$ cat src/rtl/uart_rx_byte.sv
// uart_rx_byte: 8N1 serial receiver with mid-bit sampling.
// Optional even-parity (8E1) framing is enabled by defining UART_PARITY_EN.
// dato/rx_flat feed the byte-to-word assembler; frame_err/parity_err are
// one-cycle pulses and never coincide with rx_flat.
module uart_rx_byte #(
    parameter int CLKS_PER_BIT = 434,
    parameter int CNT_W        = $clog2(CLKS_PER_BIT)
) (
    input  logic       clk,
    input  logic       rst,
    input  logic       rx,
    output logic [7:0] dato,
    output logic       rx_flat,
    output logic       frame_err,
    output logic       parity_err,
    output logic       rx_busy
);

    typedef enum logic [2:0] {
        S_IDLE,
        S_START,
        S_DATA,
`ifdef UART_PARITY_EN
        S_PARITY,
`endif
        S_STOP,
        S_WAIT_IDLE
    } state_t;

    // Sample points: half a bit into the start bit, then once per full bit.
    localparam logic [CNT_W-1:0] L_HALF = CNT_W'(CLKS_PER_BIT / 2 - 1);
    localparam logic [CNT_W-1:0] L_FULL = CNT_W'(CLKS_PER_BIT - 1);

    state_t           r_state;
    state_t           w_state_next;
    logic             r_sync1;
    logic             r_rx_s;
    logic [CNT_W-1:0] r_cnt;
    logic [CNT_W-1:0] w_cnt_next;
    logic [2:0]       r_bit_idx;
    logic [2:0]       w_bit_next;
    logic [7:0]       r_shift;
    logic [7:0]       w_shift_next;
    logic [7:0]       r_dato;
    logic [7:0]       w_dato_next;
    logic             r_flat;
    logic             w_flat_next;
    logic             r_ferr;
    logic             w_ferr_next;
    logic             r_perr;
    logic             w_perr_next;
    logic             w_par_ok;
`ifdef UART_PARITY_EN
    logic             r_parity;
    logic             w_parity_next;
`endif

    // Two-flop synchroniser for the asynchronous line; idles high.
    always_ff @(posedge clk or negedge rst) begin
        if (!rst) begin
            r_sync1 <= 1'b1;
            r_rx_s  <= 1'b1;
        end else begin
            r_sync1 <= rx;
            r_rx_s  <= r_sync1;
        end
    end

`ifdef UART_PARITY_EN
    // Even parity: data bits plus parity bit must XOR to zero.
    assign w_par_ok = ~(^{r_shift, r_parity});
`else
    assign w_par_ok = 1'b1;
`endif

    // Next-state, datapath and pulse decode for the receive FSM.
    always_comb begin
        w_state_next = r_state;
        w_cnt_next   = r_cnt + CNT_W'(1);
        w_bit_next   = r_bit_idx;
        w_shift_next = r_shift;
        w_dato_next  = r_dato;
        w_flat_next  = 1'b0;
        w_ferr_next  = 1'b0;
        w_perr_next  = 1'b0;
`ifdef UART_PARITY_EN
        w_parity_next = r_parity;
`endif
        case (r_state)
            S_IDLE: begin
                w_cnt_next = '0;
                if (!r_rx_s) begin
                    w_state_next = S_START;
                end
            end
            S_START: begin
                if (r_cnt == L_HALF) begin
                    w_cnt_next = '0;
                    w_bit_next = 3'd0;
                    // A line that is high again at mid start bit was a glitch.
                    w_state_next = r_rx_s ? S_IDLE : S_DATA;
                end
            end
            S_DATA: begin
                if (r_cnt == L_FULL) begin
                    w_cnt_next   = '0;
                    w_shift_next = {r_rx_s, r_shift[7:1]};
                    w_bit_next   = r_bit_idx + 3'd1;
                    if (r_bit_idx == 3'd7) begin
`ifdef UART_PARITY_EN
                        w_state_next = S_PARITY;
`else
                        w_state_next = S_STOP;
`endif
                    end
                end
            end
`ifdef UART_PARITY_EN
            S_PARITY: begin
                if (r_cnt == L_FULL) begin
                    w_cnt_next    = '0;
                    w_parity_next = r_rx_s;
                    w_state_next  = S_STOP;
                end
            end
`endif
            S_STOP: begin
                if (r_cnt == L_FULL) begin
                    w_cnt_next = '0;
                    if (!r_rx_s) begin
                        // Framing error wins over parity; wait out a break.
                        w_ferr_next  = 1'b1;
                        w_state_next = S_WAIT_IDLE;
                    end else if (!w_par_ok) begin
                        w_perr_next  = 1'b1;
                        w_state_next = S_IDLE;
                    end else begin
                        w_dato_next  = r_shift;
                        w_flat_next  = 1'b1;
                        w_state_next = S_IDLE;
                    end
                end
            end
            S_WAIT_IDLE: begin
                w_cnt_next = '0;
                if (r_rx_s) begin
                    w_state_next = S_IDLE;
                end
            end
            default: begin
                w_cnt_next   = '0;
                w_state_next = S_IDLE;
            end
        endcase
    end

    // State, counters and registered outputs; reset aborts any frame.
    always_ff @(posedge clk or negedge rst) begin
        if (!rst) begin
            r_state   <= S_IDLE;
            r_cnt     <= '0;
            r_bit_idx <= 3'd0;
            r_shift   <= 8'h00;
            r_dato    <= 8'h00;
            r_flat    <= 1'b0;
            r_ferr    <= 1'b0;
            r_perr    <= 1'b0;
`ifdef UART_PARITY_EN
            r_parity  <= 1'b0;
`endif
        end else begin
            r_state   <= w_state_next;
            r_cnt     <= w_cnt_next;
            r_bit_idx <= w_bit_next;
            r_shift   <= w_shift_next;
            r_dato    <= w_dato_next;
            r_flat    <= w_flat_next;
            r_ferr    <= w_ferr_next;
            r_perr    <= w_perr_next;
`ifdef UART_PARITY_EN
            r_parity  <= w_parity_next;
`endif
        end
    end

    assign dato       = r_dato;
    assign rx_flat    = r_flat;
    assign frame_err  = r_ferr;
    assign parity_err = r_perr;
    assign rx_busy    = (r_state != S_IDLE);

endmodule
$ cat config.mk
export PLATFORM = sky130hd
export DESIGN_NAME = uart_rx_byte
export DESIGN_NICKNAME = d
export VERILOG_FILES = /design/src/rtl/uart_rx_byte.sv
export SDC_FILE = /design/constraint.sdc
export NUM_CORES = 1
export LEC_CHECK = 0
export ABC_AREA = 1
export BUFFER_PORTS_ARGS = -buffer_cell sky130_fd_sc_hd__buf_2
export CAP_MARGIN = 20
export CORE_ASPECT_RATIO = 0.5
export CORE_MARGIN = 3
export CORE_UTILIZATION = 25
export CTS_CLUSTER_DIAMETER = 40
export DETAILED_ROUTE_END_ITERATION = 7
export PLACE_DENSITY_LB_ADDON = 0.08
export SLEW_MARGIN = 20
export SYNTH_ARGS = -nofsm -noshare
export SYNTH_HDL_FRONTEND = slang
export SYNTH_SLANG_ARGS = --single-unit
$ cat constraint.sdc
create_clock -name clk -period 1.3 [get_ports clk]
set_input_delay 0.195 -clock clk [delete_from_list [all_inputs] [get_ports clk]]
set_output_delay 0.195 -clock clk [all_outputs]
set_load 0.05 [all_outputs]
==> reports/results.txt <==
Layout cell share with drive strength beyond 1 -> 42.80%
Drt first pass iters -> 4
Routed via count -> 1337
Die ar. -> 7537 um^2
Nets -> 250
Violated checks -> negative setup slack
Leak -> 0.001293 uW
Min Clock Period, post-route -> 1.463 ns
Die width -> 119.8 um
Synthesized area per cell -> 8.752 um^2
Status -> finished, violations left
Post-synth top area cell -> dfrtp_1
Clk pin slew, worst setup/hold paths -> 0.06 ns
Post-synth ARST share -> 100.0%
P per Cell Area -> 1045 nW/um^2
CTS tree -> done
Pre-CTS WS -> -0.2315 ns
Post-synth top cells -> 60 x nand2_1, 33 x dfrtp_1, 23 x inv_1, 18 x nor2_1, 9 x o21ai_0
Worst setup path startpoint -> r_cnt[1]
Most used DFF post-synth -> dfrtp_1
Worst hold path type -> flip-flop to flip-flop
GRT met1 Usage -> 14.48%
CTS sink cnt -> 35
Hold path start -> r_sync1
Final hold vios -> 0
# fillers -> 638
Global route overflow -> 0
Synth Area in XOR/XNOR -> 2.705%
Sequential cell area -> 879.6 um^2
WS Path Type -> flip-flop to flip-flop
Global routing met2 resource utilization -> 16.29%
Clk_skew -> 0.005672 ns
Largest family of logic cells by synthesized area -> simple AND/OR/NAND/NOR gates
Top post-synthesis cells by area -> dfrtp_1 51%, nand2_1 14%, inv_1 5.3%
Post-Synth Simple-Gate Area -> 26.97%
Initial antenna violation count -> 0
Post-synth EDFFs -> 0
Core footprint -> 6156 um^2
Worst path required time -> 1.46 ns
Post-Place Cells -> 316
Mapped Cells -> 185
Fin Setup TNS -> -4.068 ns
Cell Area, Synth -> 1619 um^2
Clock insertion delay at the later pin of the skew report -> 0.28 ns
DRT Wirelength -> 3649 um
Total CTS buffers -> 5
Worst r2r src -> r_cnt[1]
Worst Path Max Fanout -> 3
Largest net degree at the start of global routing -> 36
Max-Cap Viols -> 0
Root Buffer -> clkbuf_16
Layout overhead on the synthesized area -> 52.94%
Number of H-tree levels -> 2
Initial Utilization -> 26.30%
Final period utilization -> 112.5%
Maximum clock path buffer count -> 2
Initial drt markers -> 34
Area share of the largest cell type after synthesis -> 51.00%
GRT Util Overall -> 11.06%
Fin area -> 2476 um^2
Final std cells w/o fill -> 331
Hold Worst Slack -> 0.3564 ns
Flop and latch count out of synthesis -> 35
Syn_nets -> 193
Post-synthesis mux area share -> 0%
Max Transition Viols Final -> 0
Multi-input gate area -> 794.5 um^2
Setup WS post-layout -> -0.1630 ns
Crit path capture type -> flip-flop
Antenna-violating nets left -> 0
GRT Max-Usage Layer -> met2
Vias in the first global route -> 1333
First-pass GRT wire length -> 6527 um
Die height -> 62.91 um
RSZ-0062 raised after global routing -> true
Worst VDD drop -> 0.0005382 V
Most used standard cell by instance count after synthesis -> nand2_1
Placer Congestion -> 0.8015
Max Fclk -> 0.6835 GHz
PortBufs -> 13
Vias per cell -> 4.039
Sequential element share of the synthesized area -> 54.25%
CP arrival -> 1.62 ns
Post-synth cell types -> 26
Endpoints failing setup -> 32
WL/cell -> 11.02 um
GRT met3 Usage -> 3.526%
# IOs -> 15
DP HPWL -> 2422 um
Adder-Cell Fraction of Synth Area -> 3.864%
# rows -> 20
Ys Warns -> 0
Post-synthesis compound-gate area fraction -> 5.410%
Startpoint Class -> flip-flop
Diodes inserted -> 0
# DRC -> 0
Placed Area -> 2049 um^2
[worst paths after layout]
check,endpoint,slack (ns),cells after the start
max,r_bit_idx[0],-0.16,10
min,r_rx_s,0.36,0
max reg2reg,r_bit_idx[0],-0.16,10
min reg2reg,r_rx_s,0.36,0
max in group asynchronous,r_rx_s,0.65,3
min in group asynchronous,r_cnt[4],0.40,3
[registers in the layout (all words and copies together), names as in the netlist]
| name | cells |
|---|---|
| r_bit_idx | 3 |
| r_sync1 | 1 |
| r_shift | 8 |
| r_state | 3 |
| r_cnt | 9 |
| r_rx_s | 1 |
| dato | 8 |
| rx_flat | 1 |
| frame_err | 1 |
[report_power, final]
group / total [uW] / internal, uW / switching, uW
Clock: 1440 / 963 / 472
Combinational: 53.1 / 17.1 / 36.0
Sequential: 1100 / 1100 / 2.51
Total: 2590 / 2080 / 511
[cells by family after synthesis]
kind of cell | after synthesis
AND/OR/NAND/NOR | 95
flip-flops | 35
buffers and inverters | 27
AO/OA/AOI/OAI | 17
XOR/XNOR | 5
adder cells (fa/ha/maj) | 5
other | 1
[routing by layer]
| layer | up-vias | wire (um) | share of wire, % |
|---|---|---|---|
| met5 | - | 0 | 0 |
| met1 | 634 | 1796 | 49 |
| met2 | 15 | 1672 | 46 |
| met3 | 6 | 101 | 2.8 |
| li1 | 682 | - | - |
| met4 | 0 | 79 | 2.2 |
[timing repair]
item	4_1_cts	5_1_grt
endpoints found under the setup margin	33	33
pin swaps	3	1
endpoints found under the hold margin	33	1
setup buffers	5	1
resized for setup	29	35
hold buffers	1	1
cloned	1	0
[layout by cell type (no fill, tap or decap), types with 3 or more instances in the layout]
cell type / instances
nand3_1: 5
o21ai_2: 10
nand2_2: 11
a21oi_1: 3
inv_1: 21
nand2_4: 7
ha_1: 3
buf_4: 28
nor2_1: 16
nor3_4: 3
clkbuf_16: 5
buf_2: 12
buf_6: 8
dfrtp_1: 32
nand2_1: 44
xor2_1: 3
[final cells by class]
class                           count  area share [%]
Clock buffer                        6           5.609
Clock inverter                      2           1.566
Inverter                           25           3.992
Multi-Input combinational cell    123           32.09
Sequential cell                    35           35.52
Tap cell                           88           4.447
Timing Repair Buffer               52           16.78
[critical path: stages, from the launching register on]
cell	delay [ns]
dfrtp_1	0.38
inv_2	0.07
ha_4	0.13
nand2_4	0.05
nor3_4	0.17
buf_4	0.16
nand3_2	0.09
nand2_1	0.07
nand2_1	0.08
nand2_1	0.06
o21ai_0	0.07
[metrics by stage]
stage | util (%) | total power (uW)
floorplan | - | 1130
global placement | 33.29 | 1168
detailed placement | 33.29 | 1168
CTS | 38.72 | 2644
global route | 40.22 | 2696
finish | 40.22 | 2587
Note: power is estimated with default switching activity, not from simulation.
